==> src/rtl/bram_pkg.sv <==
// Shared definitions for the BRAM master.
// Contents: access-size encodings, FSM state encodings, byte-lane write-enable constants,
// and helpers that build store lanes and spot misaligned accesses.
package bram_pkg;

    typedef enum logic [1:0] {
        SizeByte = 2'b00,
        SizeHalf = 2'b01,
        SizeWord = 2'b10,
        SizeRsvd = 2'b11
    } size_e;

    typedef enum logic [1:0] {
        StIdle  = 2'b00,
        StIssue = 2'b01,
        StWait  = 2'b10,
        StResp  = 2'b11
    } state_e;

    localparam logic [3:0] WebNone   = 4'b0000;
    localparam logic [3:0] WebByte0  = 4'b0001;
    localparam logic [3:0] WebHalfLo = 4'b0011;
    localparam logic [3:0] WebHalfHi = 4'b1100;
    localparam logic [3:0] WebWord   = 4'b1111;

    // Byte-lane enables for a store. The reserved size behaves as a word.
    function automatic logic [3:0] store_web(size_e size, logic [1:0] ofs);
        logic [3:0] web;
        case (size)
            SizeByte: web = WebByte0 << ofs;
            SizeHalf: web = ofs[1] ? WebHalfHi : WebHalfLo;
            default:  web = WebWord;
        endcase
        return web;
    endfunction

    // Store data replicated across lanes so that web alone selects the target bytes.
    function automatic logic [31:0] store_data(size_e size, logic [31:0] wdata);
        logic [31:0] data;
        case (size)
            SizeByte: data = {4{wdata[7:0]}};
            SizeHalf: data = {2{wdata[15:0]}};
            default:  data = wdata;
        endcase
        return data;
    endfunction

    function automatic logic misaligned(size_e size, logic [1:0] ofs);
        logic bad;
        case (size)
            SizeByte: bad = 1'b0;
            SizeHalf: bad = ofs[0];
            SizeWord: bad = (ofs != 2'b00);
            default:  bad = 1'b1;
        endcase
        return bad;
    endfunction

endpackage

==> src/rtl/bram_master_if.sv <==
// Bus bundle for the BRAM master: request channel, response channel and BRAM port.
// master modport: the bram_master view (takes requests, drives the BRAM port).
// slave modport:  the surrounding view (issues requests, models the BRAM).
interface bram_master_if;

    logic        req_valid;
    logic        req_ready;
    logic        req_we;
    logic [1:0]  req_size;
    logic        req_unsigned;
    logic [31:0] req_addr;
    logic [31:0] req_wdata;

    logic        rsp_valid;
    logic        rsp_ready;
    logic [31:0] rsp_rdata;
    logic        rsp_err;

    logic        enb;
    logic [3:0]  web;
    logic [31:0] addrb;
    logic [31:0] dinb;
    logic [31:0] doutb;
    logic        rstb_busy;

    modport master (
        input  req_valid, req_we, req_size, req_unsigned, req_addr, req_wdata,
        output req_ready,
        output rsp_valid, rsp_rdata, rsp_err,
        input  rsp_ready,
        output enb, web, addrb, dinb,
        input  doutb, rstb_busy
    );

    modport slave (
        output req_valid, req_we, req_size, req_unsigned, req_addr, req_wdata,
        input  req_ready,
        input  rsp_valid, rsp_rdata, rsp_err,
        output rsp_ready,
        input  enb, web, addrb, dinb,
        output doutb, rstb_busy
    );

endinterface

==> src/rtl/bram_load_align.sv <==
// Load lane extraction: picks the addressed byte or half out of the BRAM word and
// zero- or sign-extends it to 32 bits. Purely combinational.
// Ports: doutb (raw BRAM word), offset (address bits [1:0]), size, is_unsigned,
//        rdata (aligned, extended result).
module bram_load_align
    import bram_pkg::*;
(
    input  logic [31:0] doutb,
    input  logic [1:0]  offset,
    input  size_e       size,
    input  logic        is_unsigned,
    output logic [31:0] rdata
);

    logic [7:0]  byte_lane;
    logic [15:0] half_lane;

    always_comb begin
        byte_lane = doutb[7:0];
        case (offset)
            2'b00:   byte_lane = doutb[7:0];
            2'b01:   byte_lane = doutb[15:8];
            2'b10:   byte_lane = doutb[23:16];
            default: byte_lane = doutb[31:24];
        endcase
        // A half ignores offset[0]: unaligned halves round down.
        half_lane = offset[1] ? doutb[31:16] : doutb[15:0];

        case (size)
            SizeByte: rdata = {{24{~is_unsigned & byte_lane[7]}}, byte_lane};
            SizeHalf: rdata = {{16{~is_unsigned & half_lane[15]}}, half_lane};
            default:  rdata = doutb;
        endcase
    end

endmodule

==> src/rtl/bram_master.sv <==
// Single-outstanding load/store master for a BRAM port.
// Ports: clkb (clock), rstb (async active-high reset), bus (bram_master_if.master:
//        request/response handshakes plus the enb/web/addrb/dinb/doutb BRAM port and
//        the rstb_busy back-pressure input).
// READ_LATENCY: cycles from the enb cycle to valid doutb (1 or 2).
// Optional macro BRAM_MASTER_ALIGN_CHECK_EN: misaligned halves/words and the reserved
// size are answered with rsp_err=1 without touching the BRAM. Undefined, low address
// bits are ignored and the reserved size acts as a word.
module bram_master
    import bram_pkg::*;
#(
    parameter int unsigned READ_LATENCY = 1
) (
    input logic           clkb,
    input logic           rstb,
    bram_master_if.master bus
);

    state_e      state_q, state_d;
    logic        we_q, uns_q, err_q;
    size_e       size_q;
    logic [31:0] addr_q, wdata_q, rdata_q;
    logic [1:0]  cnt_q;
    logic        accept, req_fault, last_wait;
    logic [31:0] load_data;

    assign bus.req_ready = (state_q == StIdle) && !bus.rstb_busy;
    assign accept        = bus.req_valid && bus.req_ready;
    assign last_wait     = (state_q == StWait) && (cnt_q == 2'(READ_LATENCY - 1));

`ifdef BRAM_MASTER_ALIGN_CHECK_EN
    assign req_fault = misaligned(size_e'(bus.req_size), bus.req_addr[1:0]);
`else
    assign req_fault = 1'b0;
`endif

    bram_load_align u_load_align (
        .doutb       (bus.doutb),
        .offset      (addr_q[1:0]),
        .size        (size_q),
        .is_unsigned (uns_q),
        .rdata       (load_data)
    );

    // State register.
    always_ff @(posedge clkb or posedge rstb) begin
        if (rstb) begin
            state_q <= StIdle;
        end else begin
            state_q <= state_d;
        end
    end

    // Next-state logic.
    always_comb begin
        state_d = state_q;
        unique case (state_q)
            StIdle:  if (accept) state_d = req_fault ? StResp : StIssue;
            StIssue: state_d = we_q ? StResp : StWait;
            StWait:  if (last_wait) state_d = StResp;
            StResp:  if (bus.rsp_ready) state_d = StIdle;
            default: state_d = StIdle;
        endcase
    end

    // Request capture, read-latency counter and load result.
    always_ff @(posedge clkb or posedge rstb) begin
        if (rstb) begin
            we_q    <= 1'b0;
            uns_q   <= 1'b0;
            err_q   <= 1'b0;
            size_q  <= SizeByte;
            addr_q  <= '0;
            wdata_q <= '0;
            rdata_q <= '0;
            cnt_q   <= '0;
        end else begin
            if (accept) begin
                we_q    <= bus.req_we;
                uns_q   <= bus.req_unsigned;
                err_q   <= req_fault;
                size_q  <= size_e'(bus.req_size);
                addr_q  <= bus.req_addr;
                wdata_q <= bus.req_wdata;
                rdata_q <= '0;
                cnt_q   <= '0;
            end
            if (state_q == StWait) begin
                cnt_q <= cnt_q + 2'd1;
                if (last_wait) rdata_q <= load_data;
            end
        end
    end

    // Outputs decode from state only, so reset clears them without waiting for clkb.
    always_comb begin
        bus.enb       = 1'b0;
        bus.web       = WebNone;
        bus.addrb     = '0;
        bus.dinb      = '0;
        bus.rsp_valid = 1'b0;
        bus.rsp_rdata = '0;
        bus.rsp_err   = 1'b0;
        unique case (state_q)
            StIssue: begin
                bus.enb   = 1'b1;
                bus.addrb = {addr_q[31:2], 2'b00};
                bus.web   = we_q ? store_web(size_q, addr_q[1:0]) : WebNone;
                bus.dinb  = we_q ? store_data(size_q, wdata_q) : '0;
            end
            StResp: begin
                bus.rsp_valid = 1'b1;
                bus.rsp_rdata = rdata_q;
                bus.rsp_err   = err_q;
            end
            default: ;
        endcase
    end

endmodule

==> src/flat_wrapper.sv <==
// flat-port wrapper written by rule: the top's interface ports become plain ports
module bram_master_flat import bram_pkg::*;
#(
    parameter int unsigned READ_LATENCY = 1
)
  (clkb, rstb, bus_req_valid, bus_req_we, bus_req_size, bus_req_unsigned, bus_req_addr, bus_req_wdata, bus_req_ready, bus_rsp_valid, bus_rsp_rdata, bus_rsp_err, bus_rsp_ready, bus_enb, bus_web, bus_addrb, bus_dinb, bus_doutb, bus_rstb_busy);
  bram_master_if bus_i ();
  input logic clkb;
  input logic rstb;
  input wire logic [$bits(bus_i.req_valid)-1:0] bus_req_valid;
  input wire logic [$bits(bus_i.req_we)-1:0] bus_req_we;
  input wire logic [$bits(bus_i.req_size)-1:0] bus_req_size;
  input wire logic [$bits(bus_i.req_unsigned)-1:0] bus_req_unsigned;
  input wire logic [$bits(bus_i.req_addr)-1:0] bus_req_addr;
  input wire logic [$bits(bus_i.req_wdata)-1:0] bus_req_wdata;
  output wire logic [$bits(bus_i.req_ready)-1:0] bus_req_ready;
  output wire logic [$bits(bus_i.rsp_valid)-1:0] bus_rsp_valid;
  output wire logic [$bits(bus_i.rsp_rdata)-1:0] bus_rsp_rdata;
  output wire logic [$bits(bus_i.rsp_err)-1:0] bus_rsp_err;
  input wire logic [$bits(bus_i.rsp_ready)-1:0] bus_rsp_ready;
  output wire logic [$bits(bus_i.enb)-1:0] bus_enb;
  output wire logic [$bits(bus_i.web)-1:0] bus_web;
  output wire logic [$bits(bus_i.addrb)-1:0] bus_addrb;
  output wire logic [$bits(bus_i.dinb)-1:0] bus_dinb;
  input wire logic [$bits(bus_i.doutb)-1:0] bus_doutb;
  input wire logic [$bits(bus_i.rstb_busy)-1:0] bus_rstb_busy;
  assign bus_i.req_valid = bus_req_valid;
  assign bus_i.req_we = bus_req_we;
  assign bus_i.req_size = bus_req_size;
  assign bus_i.req_unsigned = bus_req_unsigned;
  assign bus_i.req_addr = bus_req_addr;
  assign bus_i.req_wdata = bus_req_wdata;
  assign bus_req_ready = bus_i.req_ready;
  assign bus_rsp_valid = bus_i.rsp_valid;
  assign bus_rsp_rdata = bus_i.rsp_rdata;
  assign bus_rsp_err = bus_i.rsp_err;
  assign bus_i.rsp_ready = bus_rsp_ready;
  assign bus_enb = bus_i.enb;
  assign bus_web = bus_i.web;
  assign bus_addrb = bus_i.addrb;
  assign bus_dinb = bus_i.dinb;
  assign bus_i.doutb = bus_doutb;
  assign bus_i.rstb_busy = bus_rstb_busy;
  bram_master #(.READ_LATENCY(READ_LATENCY)) u_core (.clkb(clkb), .rstb(rstb), .bus(bus_i));
endmodule
==> config.mk <==
export PLATFORM = sky130hd
export DESIGN_NAME = bram_master_flat
export DESIGN_NICKNAME = d
export VERILOG_FILES = /design/src/rtl/bram_pkg.sv /design/src/rtl/bram_master_if.sv /design/src/rtl/bram_load_align.sv /design/src/rtl/bram_master.sv /design/src/flat_wrapper.sv
export SDC_FILE = /design/constraint.sdc
export NUM_CORES = 1
export LEC_CHECK = 0
export ABC_AREA = 1
export BUFFER_PORTS_ARGS = -buffer_cell sky130_fd_sc_hd__buf_2
export CELL_PAD_IN_SITES_DETAIL_PLACEMENT = 2
export CELL_PAD_IN_SITES_GLOBAL_PLACEMENT = 2
export CORE_AREA = 2 2 143 180
export CTS_CLUSTER_DIAMETER = 40
export DETAILED_ROUTE_END_ITERATION = 8
export DIE_AREA = 0 0 145 182
export GPL_TIMING_DRIVEN = 0
export PLACE_DENSITY_LB_ADDON = 0.1
export SKIP_CTS_REPAIR_TIMING = 1
export SLEW_MARGIN = 20
export SYNTH_ARGS = -nofsm -noshare
export SYNTH_HDL_FRONTEND = slang
export SYNTH_SLANG_ARGS = --single-unit
==> constraint.sdc <==
create_clock -name clkb -period 3.7 [get_ports clkb]
set_clock_uncertainty 0.1 [all_clocks]
set_input_delay 0.74 -clock clkb [delete_from_list [all_inputs] [get_ports clkb]]
set_output_delay 0.74 -clock clkb [all_outputs]
set_load 0.03 [all_outputs]
## Word-level counts from Yosys, hierarchy flattened

Cells that the tools add are included.

| cells by class | value |
|---|---|
| equality and inequality tests | 9 |
| add/subtract/negate cells | 1 |
| bitwise operators | 3 |
| muxes and demuxes | 24 |
| reduce and logical (&&, ||, !) cells | 10 |
| shifts and indexed selects | 1 |

Operators by type and width:

| cell | number |
|---|---|
| 2-to-1 mux 32 bit | 7 |
| case mux 32 bit (2 select lines) | 2 |
| case mux 8 bit (3 select lines) | 1 |
| 2-to-1 mux 16 bit | 1 |
| 2-to-1 mux 4 bit | 3 |
| 2-to-1 mux 2 bit | 5 |
| logical NOT 2 bit | 4 |
| case mux 2 bit (4 select lines) | 1 |
| case mux 4 bit (2 select lines) | 1 |
| equality test 2 x 1 -> 1 bit (second input constant) | 3 |
| equality test 2 bit (second input constant) | 3 |
| != test 2 x 1 -> 1 bit (second input constant) | 2 |
| << shifter 1 x 2 -> 4 bit (first input constant) | 1 |
| logical AND 1 bit | 3 |
| 2-to-1 mux 1 bit | 3 |
| AND reduction 3 bit | 1 |
| adder 2 x 1 -> 2 bit (second input constant) | 1 |
| bitwise AND 1 bit | 2 |
| != test 2 bit (second input constant) | 1 |
| nonzero test 2 bit | 1 |
| logical NOT 1 bit | 1 |
| inverter 1 bit | 1 |

| storage, ports and cells | value |
|---|---|
| word-level logic and storage cells | 56 |
| register bits | 104 |
| output and inout port bits | 104 |
| bits of input ports | 105 |

## Longest topological paths before layout

Gate-level depths: netlist of run 1.

| logic depth | value |
|---|---|
| word-level depth | 6 |
| gate-level depth with buffers | 11 |
| gate-level depth less buffers | 9 |

## Hierarchy

A second synthesis of run 1 with hierarchy kept.

| unflattened totals | value |
|---|---|
| cells, all modules | 856 |
| area total of the unflattened synthesis | 6110.9 sq um |

By module, submodules not included:

| module | area an instance (sq um) | seq. area each (sq um) | times used | cells an instance |
|---|---|---|---|---|
| bram_master | 5232.5 | 2602.5 | 1 | 699 |
| bram_load_align | 878.3 | 0.0 | 1 | 157 |

## Worst setup path before layout of run 1

OpenSTA, ideal clock, no wires.

| path | value |
|---|---|
| path kind | register to output |
| start point | register u_core.state_q[1] |
| end point | output bus_dinb[24] |
| cell stages (with the launch flop) | 8 |
| slack | 0.834 ns |
| data required time | 2.860 ns |
| arrival | 2.026 ns |
| path through | dfrtp_1 -> inv_1 -> ha_1 -> nand2_1 -> inv_2 -> nand2_1 -> clkbuf_1 -> a21oi_1 |

| between the ends | value |
|---|---|
| word-level cells in the longest chain between the ends | 2 |

Ends and longest elaborated chain:

| element | line | RTL |
|---|---|---|
| start, declared | bram_master.sv:19 | `state_e state_q, state_d;` |
| start signal, assigned | bram_master.sv:48 | `state_q <= StIdle;` |
| start signal, assigned | bram_master.sv:50 | `state_q <= state_d;` |
| equality test 2 x 1 -> 1 bit | bram_master.sv:104 | `unique case (state_q)` |
| 2-to-1 mux 32 bit | bram_master.sv:104 |  |
| end, declared | flat_wrapper.sv:24 | `output wire logic [$bits(bus_i.dinb)-1:0] bus_dinb;` |

Every way passes these cells.

## Worst setup path in the final report of run 1

| path | value |
|---|---|
| start point | register u_core.state_q[1] |
| end point | output bus_dinb[13] |

Same word-level chain as after synthesis.

==> summary.md, run 1 <==
| Metric | Value |
|---|---|
| Status | `finished clean` |
| Final std cells w/o fill | `1,421` |
| Setup Viol. Count Final | `0` |
| Finished layout cell area | `7660 um2` |
| CTS H-tree depth | `3` |
| Share of cells above drive strength 1 | `24.0%` |
| Die Width | `145 um` |
| I/O Pins | `209` |
| Vias per inst | `4.34` |
| RSZ-0062 raised after global routing | `false` |
| Synth Register Bits | `104` |
| 1st-iter DRT viols | `198` |
| Initial antenna violation count | `4` |
| Core area | `24,800 um2` |
| Min Clock Period, post-route | `3.38 ns` |
| Die area | `26,400 um2` |
| PortBufs | `205` |
| Routed wire length | `23,800 um` |
| Worst Tran Pin Value | `0.740 ns` |
| CTS tree | `done` |
| WP data arrival | `2.54 ns` |
| Critical Path, Cell by Cell | `inv_1 > ha_2 > nand2_2 > inv_2 > nand2_1 > clkbuf_1 > nand2_1 > o21ai_0 > inv_1 > buf_2` |
| CP max FO | `10` |
| Post-Place Cells | `1,404` |
| DRC | `0` |
| Final worst slack | `0.321 ns` |
| Post-layout util | `30.9%` |
| Sequential share of power | `30.7%` |
| DP Worst Slack | `0.468 ns` |
| First-pass DRT Iterations | `4` |
| Die Y | `182 um` |
| Fill cells | `3,054` |
| Clock Sinks | `104` |
| Slowest stage delay, CP | `0.45 ns` |
| P_leak | `0.00489 uW` |
| Number of buffers created by CTS | `9` |
| Clock buffer depth | `2` |
| Vias in the first global route | `6,905` |
| Required @ worst endpoint | `2.86 ns` |
| Total Routing Usage GR | `18.5%` |
| Num rows | `65` |
| Routed Antenna Nets | `0` |
| Fin. Hold Viols | `0` |
| Startpoint types | `flop` |
| P per Cell Area | `841 nW/um2` |
| Maximum VDD drop | `258 uV` |
| Hold Crit Class | `in2async` |
| First-pass GRT wire length | `38,100 um` |
| Worst-path clk slew | `0.09 ns` |
| Placed Area | `7330 um2` |
| Sw Pwr | `3200 uW` |
| Largest net degree at the start of global routing | `59` |
| Ys Warns | `0` |
| Critical path class | `reg2out` |
| Net Sw Frac | `49.7%` |
| Synth area leaders | `dfrtp_1 45%, nand2_1 24%, inv_1 8.2%, nand3_1 6.1%, a21oi_1 3.3%` |
| Max-slew violation count | `0` |
| Dpl hpwl | `18,700 um` |
| Root Buffer | `clkbuf_16` |
| Int Power | `3240 uW` |
| Relative max-transition margin | `50.6%` |
| Via count of the routed design | `6,172` |
| Placer Congestion | `0.762` |
| Yosys top cell area share | `44.5%` |
| Initial Utilization | `23.6%` |
| Post-synth cell types | `30` |
| Post-Syn Area | `5840 um2` |
| Total negative slack | `0 ns` |
| Post-synthesis sequential area ratio | `44.5%` |
| Drt wl/cell | `16.7 um` |
| Comb power frac | `52.8%` |
| Synth Instances | `861` |
| Maxcap violations | `0` |
| Area Growth Syn to Fin | `31.1%` |
| Tcrit/Tclk final | `91.3%` |
| Yosys top cell by area | `dfrtp_1` |
| Maximum clock rate | `296 MHz` |
| Clock Latency Late Sink | `0.36 ns` |
| GRT overflow | `0` |
| Worst path slowest cell | `dfrtp_1` |
| CP Capture Type | `output port` |
| Clock network fraction of total power | `16.6%` |
| Final nets | `1,191` |
| Mapped Avg Cell Area | `6.79 um2` |
-- cells by family (layout without fill, tap and decap cells) --
group / Yosys count / in the layout / share of synthesized area [%]
buffers and inverters: 185 / 407 / 13.0
DFF: 104 / 104 / 44.5
other: 1 / 4 / 0.0642
and+or+nand+nor: 475 / 475 / 33.1
AOI/OAI and AO/OA: 90 / 90 / 8.05
adders and majority gates: 6 / 6 / 1.28
-- per-layer routing --
| layer | GRT usage [%] | wire length (um) | up-vias |
|---|---|---|---|
| met3 | 4.30 | 1170 | 25 |
| li1 | - | - | 3035 |
| met2 | 34.9 | 12600 | 136 |
| met5 | 0 | 34 | - |
| met4 | 3.96 | 318 | 6 |
| met1 | 21.2 | 9680 | 2970 |
-- through the flow --
step,hold WS (ns),power [uW]
floorplan,0.349,4310
global placement,0.362,5380
detailed placement,0.369,5480
CTS,0.314,6590
global route,0.337,7070
finish,0.311,6440
-- sequential cells by signal, indices dropped and copies added, names as in the netlist --
name            cells
u_core.we_q         1
u_core.uns_q        1
u_core.state_q      2
u_core.rdata_q     32
u_core.wdata_q     32
u_core.size_q       2
u_core.cnt_q        2
u_core.addr_q      32
-- area by class of cell --
type	instances	area (um2)	share of cell area [%]
multi-input combinational	574	2490	32.6
tap	335	419	5.47
antenna	1	2.50	0.0327
buffer	51	255	3.33
clock buffer	10	239	3.12
clock inverter	6	83.8	1.09
sequential	104	2600	34.0
inverter	134	510	6.66
timing repair buffer	206	1050	13.8
-- path summary, 6_finish.rpt --
kind,startpoint,to,slack [ns],cells past startpoint
min in group clkb,u_core.addr_q[12],u_core.addr_q[12],0.38,2
min reg2reg,u_core.addr_q[12],u_core.addr_q[12],0.38,2
max reg2reg,u_core.state_q[0],u_core.rdata_q[16],1.50,8
max in group asynchronous,rstb,u_core.rdata_q[11],2.51,3
max,u_core.state_q[1],bus_dinb[13],0.32,10
min,rstb,u_core.wdata_q[20],0.31,2
-- synth_stat cells --
cell	count
nand2_1	370
inv_1	128
dfrtp_1	104
nand3_1	71
a21oi_1	38
o21ai_0	36
clkbuf_1	28
nor2_1	25
buf_2	11
o22ai_1	9
buf_4	7
ha_1	6
inv_2	4
o21ai_1	4
buf_6	3
a211oi_1	2
nor3_1	2
buf_1	1
clkbuf_2	1
clkinv_1	1
conb_1	1
inv_4	1
nand2_2	1
nand3_2	1
nand3_4	1
nand4_2	1
nor2_2	1
nor2_4	1
nor2_8	1
o21ai_2	1
-- cells in the final DEF, fill, tap and decap left out, types with 2 or more instances in the layout --
| master | count |
|---|---|
| nand2_1 | 369 |
| buf_2 | 216 |
| inv_1 | 127 |
| dfrtp_1 | 104 |
| nand3_1 | 71 |
| a21oi_1 | 38 |
| o21ai_0 | 36 |
| clkbuf_1 | 28 |
| nor2_1 | 25 |
| o22ai_1 | 9 |
| clkbuf_16 | 9 |
| buf_4 | 7 |
| ha_1 | 5 |
| inv_2 | 4 |
| o21ai_1 | 4 |
| buf_6 | 3 |
| inv_6 | 3 |
| conb_1 | 3 |
| nand2_2 | 2 |
| a211oi_1 | 2 |
| nor3_1 | 2 |
-- critical path: cells and delay by family (launching register included) --
family	cells	cell delay (ns)
AO/OA/AOI/OAI	1	0.10
flip-flops	1	0.45
adder cells (fa/ha/maj)	1	0.27
buffers and inverters	5	0.88
AND/OR/NAND/NOR	3	0.47
-- power groups by stage --
stage	logic, uW	clock network [uW]	registers, uW
after floorplan	2410	0	1900
after global placement	3400	0	1980
after detailed placement	3480	0	2000
after CTS	3490	1110	1980
after global routing	3870	1140	2060
final	3400	1070	1970
Power figures use the tool's default switching activity.
==> run 2: changes to the inputs <==
--- a/config.mk
+++ b/config.mk
@@ -10,6 +10,7 @@
 export CELL_PAD_IN_SITES_DETAIL_PLACEMENT = 2
 export CELL_PAD_IN_SITES_GLOBAL_PLACEMENT = 2
 export CORE_AREA = 2 2 143 180
+export CTS_BUF_LIST = sky130_fd_sc_hd__clkbuf_8
 export CTS_CLUSTER_DIAMETER = 40
 export DETAILED_ROUTE_END_ITERATION = 8
 export DIE_AREA = 0 0 145 182
==> summary.md, run 2 (synthesis results as in run 1) <==
| Metric | Value |
|---|---|
| Status | `finished clean` |
| Final std cells w/o fill | `1,421 (unchanged)` |
| Share of cells above drive strength 1 | `24.1% (+0.092 points)` |
| Post-Place Cells | `1,404 (unchanged)` |
| WP data arrival | `2.51 ns (-0.03 ns)` |
| DP Worst Slack | `0.468 ns (unchanged)` |
| Dpl hpwl | `18,700 um (unchanged)` |
| Biggest regs | `u_core.addr_q (32), u_core.rdata_q (32), u_core.wdata_q (32)` |
| Routed length on met2 | `12,500 um (-1.1%)` |
| Startpoint types | `flop` |
| Min Clock Period, post-route | `3.35 ns (-0.0260 ns)` |
| R2R Path End | `u_core.rdata_q[16]` |
| Clock Latency Late Sink | `0.40 ns (+0.04 ns)` |
| Maximum clock rate | `298 MHz (+0.78%)` |
| R2r setup slk | `1.50 ns (about the same)` |
| Finished layout cell area | `7560 um2 (-1.3%)` |
| Vias in the first global route | `6,888 (-0.25%)` |
| Critical path class | `reg2out` |
| Fin. Hold Viols | `0 (unchanged)` |
| Area Growth Syn to Fin | `29.4%` |
| Metal-1 WL | `9900 um (+2.2%)` |
| Root Buffer | `clkbuf_8` |
| Number of buffers created by CTS | `9 (unchanged)` |
| Worst-path clk slew | `0.12 ns (+0.03 ns)` |
| Final nets | `1,191 (unchanged)` |
| Final worst slack | `0.347 ns (+0.0260 ns)` |
| Die Width | `145 um (unchanged)` |
| DRC | `0 (unchanged)` |
| Die Y | `182 um (unchanged)` |
| Num rows | `65 (unchanged)` |
| R2R cell count | `8 (unchanged)` |
| Vias per inst | `4.33 (-0.34%)` |
| R2r startpoint | `u_core.state_q[0]` |
| Hold slack | `0.264 ns (-0.0470 ns)` |
| Routed Antenna Nets | `0 (unchanged)` |
| Footprint of the multi-input gates | `2490 um2 (unchanged)` |
| CP Capture Type | `output port` |
| Total Routing Usage GR | `18.6% (+0.074 points)` |
| Required @ worst endpoint | `2.86 ns (about the same)` |
| P per Cell Area | `819 nW/um2 (-2.6%)` |
| Clock Sinks | `104 (unchanged)` |
| Most common cell after layout, fill and taps aside | `nand2_1` |
| P_leak | `0.00484 uW (-0.89%)` |
| Core area | `24,800 um2 (unchanged)` |
| I/O Pins | `209 (unchanged)` |
| Initial antenna violation count | `4 (unchanged)` |
| Relative max-transition margin | `50.9% (+0.21 points)` |
| Worst Tran Pin Value | `0.737 ns (-0.00317 ns)` |
| Drt wl/cell | `16.8 um (about the same)` |
| Via count of the routed design | `6,151 (-0.34%)` |
| Routed wire length | `23,800 um (about the same)` |
| Highest routed layer | `met5` |
| Maximum VDD drop | `206 uV (-20%)` |
| Clock buffer depth | `2 (unchanged)` |
| CP max FO | `10 (unchanged)` |
| RSZ-0062 raised after global routing | `false` |
| First-pass DRT Iterations | `5 (+1)` |
| Register area | `2600 um2 (unchanged)` |
| Hold Crit Class | `in2async` |
| Die area | `26,400 um2 (unchanged)` |
| 1st-iter DRT viols | `222 (+12%)` |
| Most frequent cells in the layout | `369 x nand2_1, 216 x buf_2, 127 x inv_1` |
| GRT overflow | `0 (unchanged)` |
| Maxcap violations | `0 (unchanged)` |
| Setup Viol. Count Final | `0 (unchanged)` |
| Fill cells | `3,067 (+0.43%)` |
| CTS tree | `done` |
| Placer Congestion | `0.762 (unchanged)` |
| Largest net degree at the start of global routing | `59 (unchanged)` |
| CTS H-tree depth | `3 (unchanged)` |
| Initial Utilization | `23.6% (unchanged)` |
| PortBufs | `205 (unchanged)` |
| First-pass GRT wire length | `38,100 um (about the same)` |
| Max-slew violation count | `0 (unchanged)` |
| Placed Area | `7330 um2 (unchanged)` |
| Routed wl met3 | `1100 um (-6.0%)` |
| Tcrit/Tclk final | `90.6% (-0.70 points)` |
run 2: where the power goes:
group / internal (uW) / switching, uW / total, uW
Sequential: 1670 / 298 / 1970
Combinational: 1000 / 2390 / 3400
Clock: 349 / 473 / 821
Total: 3020 / 3160 / 6190
run 2: routing by layer:
metal / global-route usage, % / up-vias
met5: 0 / -
met4: 4.40 / 6
met3: 4.02 / 26
met2: 34.8 / 137
met1: 21.5 / 2948
li1: - / 3034
run 2: worst max-delay path, cell delays in order (launching register included):
cell      delay, ns
dfrtp_1        0.46
inv_1          0.12
ha_2           0.27
nand2_2        0.14
inv_2          0.19
nand2_1        0.21
clkbuf_2       0.25
nand2_1        0.09
o21ai_0        0.10
inv_1          0.08
buf_2          0.19
run 2: worst max path at each step:
stage / from / endpoint / slack [ns] / depth (start not counted)
3_3_place_gp: rstb / u_core.cnt_q[1] / -1.62 / 2
5_1_grt: u_core.state_q[1] / bus_dinb[12] / 0.04 / 10
4_1_cts: u_core.state_q[1] / bus_dinb[13] / -0.02 / 10
2_1_floorplan: rstb / u_core.addr_q[0] / 0.13 / 1
3_5_place_dp: u_core.state_q[1] / bus_dinb[13] / 0.47 / 10
6_report: u_core.state_q[1] / bus_dinb[13] / 0.35 / 10
run 2: cell type report:
class	instances	share of cell area, %
antenna	1	0.0331
clock inverter	6	1.11
buffer	51	3.39
tap	335	5.54
clock buffer	10	1.82
inverter	134	6.75
sequential	104	34.4
timing repair buffer	206	13.9
multi-input combinational	574	33.0
run 2: stage by stage:
stage / utilization [%] / total power (uW) / TNS, ns
after global routing: 30.5 / 6830 / 0
after floorplan: - / 4310 / 0
final: 30.5 / 6190 / 0
after CTS: 30.4 / 6340 / -0.0262
after detailed placement: 29.5 / 5480 / 0
after global placement: 29.4 / 5380 / -167.02
==> run 3: changes to the inputs <==
--- a/config.mk
+++ b/config.mk
@@ -5,15 +5,14 @@
 export SDC_FILE = /design/constraint.sdc
 export NUM_CORES = 1
 export LEC_CHECK = 0
-export ABC_AREA = 1
 export BUFFER_PORTS_ARGS = -buffer_cell sky130_fd_sc_hd__buf_2
 export CELL_PAD_IN_SITES_DETAIL_PLACEMENT = 2
 export CELL_PAD_IN_SITES_GLOBAL_PLACEMENT = 2
-export CORE_AREA = 2 2 143 180
+export CORE_AREA = 2 2 134 169
 export CTS_BUF_LIST = sky130_fd_sc_hd__clkbuf_8
 export CTS_CLUSTER_DIAMETER = 40
 export DETAILED_ROUTE_END_ITERATION = 8
-export DIE_AREA = 0 0 145 182
+export DIE_AREA = 0 0 136 171
 export GPL_TIMING_DRIVEN = 0
 export PLACE_DENSITY_LB_ADDON = 0.1
 export SKIP_CTS_REPAIR_TIMING = 1
==> summary.md, run 3 <==
| Metric | Value |
|---|---|
| Number of buffers created by CTS | `9 (unchanged)` |
| Setup Viol. Count Final | `0 (unchanged)` |
| Net Sw Frac | `48.1% (-3.0 points)` |
| Main synth FF type | `dfrtp_1` |
| Post-synthesis sequential area ratio | `46.8% (+2.2 points)` |
| WP data arrival | `2.55 ns (+0.04 ns)` |
| Max-slew violation count | `0 (unchanged)` |
| Total Routing Usage GR | `19.4% (+0.82 points)` |
| Hold Crit Class | `in2async` |
| I/O Pins | `209 (unchanged)` |
| DRC | `0 (unchanged)` |
| Yosys top cell area share | `46.8% (+2.2 points)` |
| 1st-iter DRT viols | `157 (-29%)` |
| Fill cells | `2,624 (-14%)` |
| Dpl hpwl | `17,200 um (-8.1%)` |
| Tcrit/Tclk final | `91.5% (+0.88 points)` |
| Maxcap violations | `0 (unchanged)` |
| Share of cells above drive strength 1 | `29.2% (+5.1 points)` |
| Status | `finished clean` |
| Clock Sinks | `104 (unchanged)` |
| Clock buffer depth | `2 (unchanged)` |
| Maximum clock rate | `295 MHz (-0.96%)` |
| Clock network fraction of total power | `12.8% (-0.5 points)` |
| Total negative slack | `0 ns (unchanged)` |
| Worst-path clk slew | `0.11 ns (about the same)` |
| Post-Syn Area | `5570 um2 (-4.8%)` |
| Final worst slack | `0.315 ns (-0.0325 ns)` |
| Post-synth cell types | `40 (+33%)` |
| Critical path class | `reg2out` |
| RSZ-0062 raised after global routing | `false` |
| Vias per inst | `4.71 (+8.8%)` |
| Die Width | `136 um (-6.2%)` |
| Met3 Use GR | `3.64% (-0.38 points)` |
| M2 GR Usage | `35.2% (+0.36 points)` |
| Most frequent cells in the layout | `225 x nand2_1, 215 x buf_2, 104 x dfrtp_1` |
| Initial antenna violation count | `1 (-3)` |
| Yosys top cell by area | `dfrtp_1` |
| First-pass DRT Iterations | `6 (+1)` |
| Critical Path, Cell by Cell | `inv_1 > ha_1 > nand2_1 > clkbuf_1 > clkbuf_1 > nor2_1 > buf_2` |
| Root Buffer | `clkbuf_8` |
| Drt wl/cell | `18.9 um (+12%)` |
| Ys async rst share | `100% (unchanged)` |
| Vias in the first global route | `6,160 (-11%)` |
| Routed Antenna Nets | `0 (unchanged)` |
| CTS tree | `done` |
| Synth Instances | `650 (-25%)` |
| Fin. Hold Viols | `0 (unchanged)` |
| Final nets | `980 (-18%)` |
| Commonest cells post-synth | `225 x nand2_1, 104 x dfrtp_1, 64 x and2_1, 38 x a21oi_1, 33 x clkbuf_1` |
| Ys Warns | `0 (unchanged)` |
| Routed wire length | `21,800 um (-8.3%)` |
| Largest net degree at the start of global routing | `68 (+15%)` |
| First-pass GRT wire length | `34,200 um (-10%)` |
| P per Cell Area | `817 nW/um2 (-0.23%)` |
| EDFF count, synth | `0 (unchanged)` |
| GRT busiest layer | `met2` |
| Die area | `23,300 um2 (-12%)` |
| Area Growth Syn to Fin | `29.2%` |
| Initial Utilization | `25.5% (+1.9 points)` |
| Register area | `2600 um2 (unchanged)` |
| Most frequent CP cell | `clkbuf_1` |
| CTS H-tree depth | `3 (unchanged)` |
| Mapped Avg Cell Area | `8.56 um2 (+26%)` |
| CP max FO | `10 (unchanged)` |
| Most common cell after layout, fill and taps aside | `nand2_1` |
| Via count of the routed design | `5,453 (-11%)` |
| Num rows | `61 (-6.2%)` |
| Clock Latency Late Sink | `0.39 ns (about the same)` |
| Maximum VDD drop | `224 uV (+8.8%)` |
| Worst path slowest cell | `clkbuf_1` |
| Min Clock Period, post-route | `3.39 ns (+0.0325 ns)` |
| Comb power frac | `52.6% (-2.3 points)` |
| PortBufs | `205 (unchanged)` |
| P_leak | `0.00384 uW (-21%)` |
| Core area | `21,800 um2 (-12%)` |
| Footprint of the multi-input gates | `2690 um2 (+7.9%)` |
| CP Capture Type | `output port` |
| Synth Register Bits | `104 (unchanged)` |
| Required @ worst endpoint | `2.86 ns (about the same)` |
| Top-count cell post-synth | `nand2_1` |
| Placer Congestion | `0.800 (+5.0%)` |
| GRT overflow | `0 (unchanged)` |
| Startpoint types | `flop` |
| Biggest regs | `u_core.addr_q (32), u_core.rdata_q (32), u_core.wdata_q (32)` |
| CP bufs+invs | `4 (-1)` |
| Family with the most delay on the worst path | `buffers and inverters` |
| Int Power | `3050 uW (+0.78%)` |
| Relative max-transition margin | `53.2% (+2.3 points)` |
| Synth area leaders | `dfrtp_1 47%, nand2_1 15%, and2_1 7.2%, a221o_1 4.1%, a21oi_1 3.4%` |
| Die Y | `171 um (-6.0%)` |
| Slowest stage delay, CP | `0.47 ns (about the same)` |
| Worst Tran Pin Value | `0.700 ns (-0.0374 ns)` |
| Sequential share of power | `34.6% (+2.8 points)` |
| GRT met1 Usage | `23.2% (+1.7 points)` |
| DP Worst Slack | `0.565 ns (+0.0965 ns)` |
| Sw Pwr | `2820 uW (-11%)` |
[run 3: final cells by class]
class | count | area share [%]
Timing Repair Buffer | 206 | 14.7
Clock inverter | 6 | 0.853
Clock buffer | 10 | 1.91
Buffer | 52 | 3.38
Inverter | 10 | 0.592
Multi-Input combinational cell | 486 | 37.4
Antenna cell | 1 | 0.0348
Sequential cell | 104 | 36.2
Tap cell | 283 | 4.93
[run 3: final timing paths]
check / startpoint / endpoint / slack, ns / depth (start not counted)
max: u_core.state_q[1] / bus_dinb[29] / 0.31 / 7
min: rstb / u_core.rdata_q[6] / 0.24 / 2
max reg2reg: u_core.state_q[0] / u_core.rdata_q[28] / 1.26 / 8
min reg2reg: u_core.addr_q[26] / u_core.addr_q[26] / 0.39 / 2
max in group asynchronous: rstb / u_core.wdata_q[7] / 2.60 / 3
min in group clkb: u_core.addr_q[26] / u_core.addr_q[26] / 0.39 / 2
[run 3: kinds of logic (layout without fill, tap and decap cells)]
kind of cell,after synthesis,after routing,synth area share (%)
flops,104,104,46.8
fa+ha+maj,6,6,1.35
other cells,1,4,0.0674
buf+inv,62,284,5.01
mux,18,18,3.55
compound gates,93,93,13.1
simple gates,366,366,30.1
[run 3: power by group through the flow]
| stage | Combinational, uW | Sequential [uW] | Clock (uW) |
|---|---|---|---|
| floorplan | 2250 | 1890 | 0 |
| CTS | 3160 | 2040 | 786 |
| detailed placement | 3140 | 2070 | 0 |
| finish | 3090 | 2030 | 751 |
| global placement | 3030 | 2030 | 0 |
| global route | 3460 | 2110 | 836 |
[run 3: stage by stage]
stage	area, um2	instances	util [%]	total power (uW)	hold slack (ns)
after global placement	6950	1140	31.9	5070	0.352
after floorplan	5570	652	-	4150	0.337
after detailed placement	6990	1141	32.0	5210	0.359
final	7190	1158	32.9	5870	0.238
after CTS	7180	1157	32.9	5990	0.234
after global routing	7190	1157	32.9	6400	0.251
[run 3: routing by layer]
| metal | vias up | routed length, um |
|---|---|---|
| li1 | 2571 | - |
| met1 | 2700 | 9000 |
| met2 | 155 | 11400 |
| met3 | 25 | 1040 |
| met4 | 2 | 429 |
| met5 | - | 13 |
